### src/rtl/rmii_frame_tx.sv
// rmii_frame_tx: RMII transmit framer emitting preamble, SFD, payload, zero pad, CRC-32 FCS and inter-packet gap
module rmii_frame_tx #(
    parameter int MIN_PAYLOAD = 60,
    parameter int PAD_EN      = 1,
    parameter int IFG_CYCLES  = 48
) (
    input  logic       clk,
    input  logic       rst,
    input  logic [7:0] s_data,
    input  logic       s_valid,
    input  logic       s_last,
    output logic       s_ready,
    output logic       txen,
    output logic [1:0] txd,
    output logic       busy,
    output logic       frame_done,
    output logic       underrun
);
    typedef enum logic [2:0] {IDLE, PRE, SFD, DATA, PAD, FCS, IFG} state_t;
    localparam logic [15:0] MIN_BYTES = 16'(MIN_PAYLOAD);
    localparam logic [15:0] IFG_LAST  = 16'(IFG_CYCLES - 2);
    state_t      state_q, state_d;
    logic [1:0]  dcnt_q, dcnt_d, txd_q, txd_d;
    logic [15:0] cnt_q, cnt_d, bcnt_q, bcnt_d, bcnt_inc;
    logic [7:0]  sh_q, sh_d;
    logic [31:0] crc_q, crc_d;
    logic        last_q, last_d, txen_q, txen_d, done_q, done_d, byte_end, take;

    function automatic logic [31:0] crc_dibit(input logic [31:0] c, input logic [1:0] d);
        logic [31:0] r;
        r = c;
        for (int i = 0; i < 2; i++) r = (r[0] ^ d[i]) ? (r >> 1) ^ 32'hEDB88320 : r >> 1;
        return r;
    endfunction

    assign byte_end   = dcnt_q == 2'd3;
    assign s_ready    = (state_q == SFD || state_q == DATA) && byte_end && !last_q;
    assign underrun   = s_ready && !s_valid;
    assign take       = s_ready && s_valid;
    assign bcnt_inc   = bcnt_q == 16'hFFFF ? bcnt_q : bcnt_q + 16'd1;
    assign txen       = txen_q;
    assign txd        = txd_q;
    assign busy       = state_q != IDLE;
    assign frame_done = done_q;

    always_comb begin
        state_d = state_q;
        dcnt_d  = (state_q inside {PRE, SFD, DATA, PAD}) ? dcnt_q + 2'd1 : dcnt_q;
        cnt_d   = cnt_q;
        bcnt_d  = take ? bcnt_inc : bcnt_q;
        last_d  = take ? s_last : last_q;
        sh_d    = take ? s_data : sh_q;
        crc_d   = (state_q inside {DATA, PAD}) ? crc_dibit(crc_q, txd_q) : crc_q;
        done_d  = 1'b0;
        unique case (state_q)
            IDLE: if (s_valid) begin
                state_d = PRE;
                dcnt_d  = 2'd0;
                cnt_d   = 16'd0;
                bcnt_d  = 16'd0;
                last_d  = 1'b0;
                crc_d   = '1;
            end
            PRE: if (byte_end) begin
                state_d = cnt_q == 16'd6 ? SFD : PRE;
                cnt_d   = cnt_q == 16'd6 ? 16'd0 : cnt_q + 16'd1;
            end
            SFD: if (byte_end) state_d = underrun ? IFG : DATA;
            DATA: if (byte_end) state_d = underrun ? IFG : !last_q ? DATA :
                                          (PAD_EN != 0 && bcnt_q < MIN_BYTES) ? PAD : FCS;
            PAD: if (byte_end) begin
                bcnt_d  = bcnt_inc;
                state_d = bcnt_inc >= MIN_BYTES ? FCS : PAD;
            end
            FCS: begin
                state_d = cnt_q == 16'd15 ? IFG : FCS;
                cnt_d   = cnt_q == 16'd15 ? 16'd0 : cnt_q + 16'd1;
                done_d  = cnt_q == 16'd15;
            end
            IFG: begin
                state_d = cnt_q == IFG_LAST ? IDLE : IFG;
                cnt_d   = cnt_q + 16'd1;
            end
            default: state_d = IDLE;
        endcase
        txen_d = state_d inside {PRE, SFD, DATA, PAD, FCS};
        txd_d  = state_d == DATA ? 2'(sh_d >> {dcnt_d, 1'b0}) :
                 state_d == FCS  ? 2'(~crc_d >> {cnt_d[3:0], 1'b0}) :
                 (state_d == SFD && dcnt_d == 2'd3) ? 2'b11 :
                 (state_d inside {PRE, SFD}) ? 2'b01 : 2'b00;
    end

    always_ff @(posedge clk) begin
        if (rst) begin
            state_q <= IDLE;
            dcnt_q  <= '0;
            cnt_q   <= '0;
            bcnt_q  <= '0;
            sh_q    <= '0;
            crc_q   <= '0;
            last_q  <= 1'b0;
            txen_q  <= 1'b0;
            txd_q   <= '0;
            done_q  <= 1'b0;
        end else begin
            state_q <= state_d;
            dcnt_q  <= dcnt_d;
            cnt_q   <= cnt_d;
            bcnt_q  <= bcnt_d;
            sh_q    <= sh_d;
            crc_q   <= crc_d;
            last_q  <= last_d;
            txen_q  <= txen_d;
            txd_q   <= txd_d;
            done_q  <= done_d;
        end
    end
endmodule

### config.mk
export PLATFORM = sky130hd
export DESIGN_NAME = rmii_frame_tx
export DESIGN_NICKNAME = d
export VERILOG_FILES = /design/src/rtl/rmii_frame_tx.sv
export SDC_FILE = /design/constraint.sdc
export NUM_CORES = 1
export LEC_CHECK = 0
export CAP_MARGIN = 25
export CORE_MARGIN = 8
export CORE_UTILIZATION = 60
export DETAILED_ROUTE_END_ITERATION = 16
export HOLD_SLACK_MARGIN = 0.02
export PLACE_DENSITY_LB_ADDON = 0.05
export SLEW_MARGIN = 20
export SYNTH_ARGS = -nofsm -noshare
export SYNTH_HDL_FRONTEND = slang
export SYNTH_SLANG_ARGS = --single-unit
### constraint.sdc
create_clock -name clk -period 3.6 [get_ports clk]
set_input_delay 0.72 -clock clk [delete_from_list [all_inputs] [get_ports clk]]
set_output_delay 0.72 -clock clk [all_outputs]
set_load 0.03 [all_outputs]
==> results of run 1 <==
==> final timing paths <==
check / slack, ns / end / cells past startpoint / from
hold / removal: 0.46 / sh_q[4] / 2 / sh_q[4]
setup reg to reg: 0.45 / txd[0] / 10 / bcnt_q[14]
hold reg to reg: 0.46 / sh_q[4] / 2 / sh_q[4]
setup / recovery: 0.42 / txd[0] / 10 / s_valid
==> layout by cell type, fill, tap and decap left out, types with 4 or more instances in the layout <==
master           netlist  routed
a211oi_1              12      12
a21o_1                 4       4
a21oi_1               70      70
a221oi_1               8       8
a311oi_1               6       6
a31oi_1               14      14
and2_1                 8       8
and3_1                 7       7
buf_4                  0      30
clkbuf_8               0       9
clkdlybuf4s50_1        0      17
clkinv_2               0       4
dfxtp_1               82      82
ha_1                   4       4
inv_1                  8       8
mux2i_1               10      10
mux4_2                 4       4
nand2_1              100     100
nand2b_1              13      13
nand3_1               26      26
nand3b_1               4       4
nand4_1                8       8
nor2_1                71      71
nor2b_1                6       6
nor3_1                11      11
nor3b_1                4       4
nor4_1                 7       7
o2111ai_1              5       5
o211ai_1               7       7
o21ai_0               36      36
o21ai_1                4       4
o221ai_1               4       4
o22ai_1                6       6
or2_2                  7       7
or3_1                  6       6
xnor2_1               23      23
xor2_1                11      11
==> registers in the layout, summed over array words and instances, names as in the netlist, named ones only <==
name,flops
sh_q,8
bcnt_q,16
cnt_q,16
txen,1
frame_done,1
txd,2
state_q,3
dcnt_q,2
crc_q,32
==> final cells by class <==
class	instances	area, um^2	area share (%)
Inverter	8	30.0	0.513
Clock buffer	9	124	2.12
Clock inverter	6	35.0	0.599
Sequential cell	82	1640	28.1
Timing Repair Buffer	48	400	6.85
Multi-Input combinational cell	565	3480	59.5
Tap cell	108	135	2.31
==> logic make-up (layout without fill, tap and decap cells) <==
kind of cell / count (synthesis) / in the layout / synth area share (%)
DFF: 82 / 82 / 30.6
buffers and inverters: 61 / 71 / 4.71
AOI/OAI and AO/OA: 220 / 220 / 27.5
adders and majority gates: 4 / 4 / 0.932
and+or+nand+nor: 293 / 293 / 27.3
xor gates and xnor gates: 34 / 34 / 5.54
muxes: 14 / 14 / 3.54
==> routing by layer <==
layer | up-vias | wire (um) | GRT usage [%]
met2 | 215 | 6940 | 37.7
met5 | - | 0 | 0
met1 | 2606 | 7000 | 33.1
li1 | 2603 | - | -
met4 | 0 | 154 | 4.95
met3 | 15 | 1200 | 5.30
==> metrics by stage <==
stage / setup WS [ns] / power [W] / std cells / instance area [um^2]
5_1_grt: 0.216 / 0.00194 / 826 / 5850
2_1_floorplan: 0.804 / 0.00120 / 708 / 5370
3_3_place_gp: 0.130 / 0.00129 / 811 / 5690
3_5_place_dp: 0.0747 / 0.00130 / 811 / 5690
6_report: 0.417 / 0.00187 / 826 / 5850
4_1_cts: 0.442 / 0.00187 / 826 / 5850
==> worst max-delay path, stage by stage <==
cell and delay (ns):
clkdlybuf4s50_1 0.49, or4b_1 0.59, o211a_4 0.23, a21oi_4 0.20
and2b_4 0.25, o31ai_1 0.08, a2111oi_0 0.40, o22ai_1 0.13
nor3_1 0.25, nor4_2 0.08
==> power groups by stage <==
stage	clock (W)	combinational, W	sequential, W
after floorplan	0	0.000207	0.000995
after global placement	0	0.000286	0.00101
after detailed placement	0	0.000290	0.00101
after CTS	0.000597	0.000292	0.000986
after global routing	0.000625	0.000325	0.000992
final	0.000585	0.000295	0.000987
==> impl_metrics.py, run 1 <==
metrics = {
    "global_route": {
        "grt_use_total_pct": 24.1,
        "overflow": 0,
        "grt_pass1_vias": 5002,
        "grt_pass1_wl_mm": 25.3,
        "antenna_found_initial": 0,
        "grt_max_degree": 40,
    },
    "final_layout": {
        "fin_util_pct": 67.1,
        "diodes": 0,
        "nFillCells": 760,
        "nets": 730,
        "drive_above_1_share_pct": 10.6,
        "area_growth_pct": 8.87,
    },
    "synthesis": {
        "synth_common_cells": "nand2_1 (100), dfxtp_1 (82), nor2_1 (71)",
        "synth-edff-count": 0,
        "synth_top_area_share_pct": 30.6,
        "synthArstFlopShare_pct": 0,
        "ys.flop_type": "dfxtp_1",
        "ys_seq_area_share_pct": 30.6,
        "ys_warn_count": 0,
        "synthesis.nets": 724,
        "yosysUniqueCellTypes": 77,
        "synth.avg_cell_area_um2": 7.59,
        "synth_top_cell_by_area": "dfxtp_1",
        "synthMostInstantiatedCell": "nand2_1",
        "netlist_area_um2": 5370,
        "synth_seq_cells": 82,
        "synth_area_leaders": "dfxtp_1 (31%), nand2_1 (7.0%), a21oi_1 (6.5%), nor2_1 (5.0%), xnor2_1 (3.8%)",
        "synthCells": 708,
    },
    "pwr": {
        "power.leakage_nw": 2.02,
        "internal_power_w": 0.00131,
        "swShare_pct": 29.7,
        "p_clk_share_pct": 31.3,
        "p_seq_share_pct": 52.9,
        "p_per_area_nw_per_um2": 319,
        "combPwrFrac_pct": 15.8,
        "power.switching_w": 0.000555,
        "peakVddDrop_uv": 220,
    },
    "die": {
        "row_count": 34,
        "dieArea_um2": 12200,
        "start_util_pct": 61.6,
        "boundaryPins": 19,
        "core_area_um2": 8720,
        "die_x_um": 111,
        "die_y_um": 111,
    },
    "cts": {
        "clk_path_buf_depth": 2,
        "ctsHoldBuffers": 0,
        "worst_skew_pair.late_latency_ns": 0.36,
        "cts-resized-gates": 0,
        "htreeDepth": 3,
        "cts_setup_buffers": 0,
        "cts.sinks": 82,
        "numCtsBuffers": 9,
        "clkTransAtPathRegs_ns": 0.09,
        "cts_tree": "yes",
        "cts_root_buffer": "clkbuf_8",
    },
    "placement": {
        "numPortBuffers": 18,
        "routabilityCongestion": 1.01,
        "dpl.hpwl_mm": 11.1,
    },
    "setup_path": {
        "cp_max_fo": 8,
        "crit_type": "primary input to register",
        "worst_ep_required_time_ns": 3.84,
        "critical_path.endpoint_type": "register",
        "start_kind": "primary input",
        "arrival_ns": 3.42,
    },
    "timing": {
        "fmax_mhz": 314,
        "fin_tns_setup_ns": 0,
        "finClkSkew_ns": 0.0145,
        "holdWs_ns": 0.461,
        "period_needed_ns": 3.18,
        "rsz0062_at_grt": "no",
        "slew_headroom_pct": 43.1,
        "max_slew.worst_pin.slew_ns": 0.850,
        "hold_viol": 0,
        "finalCritPeriodShare_pct": 88.4,
        "setup_viol": 0,
        "maxSlewViolCount": 0,
    },
    "routing": {
        "drc": 0,
        "drtIter0Drc": 440,
        "num_vias": 5439,
        "drtAntennaViolNets": 0,
        "wl_per_cell_um": 18.5,
        "vias_per_cell": 6.58,
        "drtPass1Iterations": 6,
        "wl_mm": 15.3,
    },
    "job": {
        "maxCapViolCount": 0,
    },
    "outcome": {
        "status": "completed",
    },
    "min_path": {
        "hp-class": "register to register",
    },
}
Note: power is estimated with default switching activity, not from simulation.
==> inputs of run 2 (changes only) <==
--- a/config.mk
+++ b/config.mk
@@ -11,7 +11,7 @@
 export DETAILED_ROUTE_END_ITERATION = 16
 export HOLD_SLACK_MARGIN = 0.02
 export PLACE_DENSITY_LB_ADDON = 0.05
-export SLEW_MARGIN = 20
+export SLEW_MARGIN = 0
 export SYNTH_ARGS = -nofsm -noshare
 export SYNTH_HDL_FRONTEND = slang
 export SYNTH_SLANG_ARGS = --single-unit
==> results of run 2 <==
No change in the layout: final DEF, timing and power equal those of run 1.
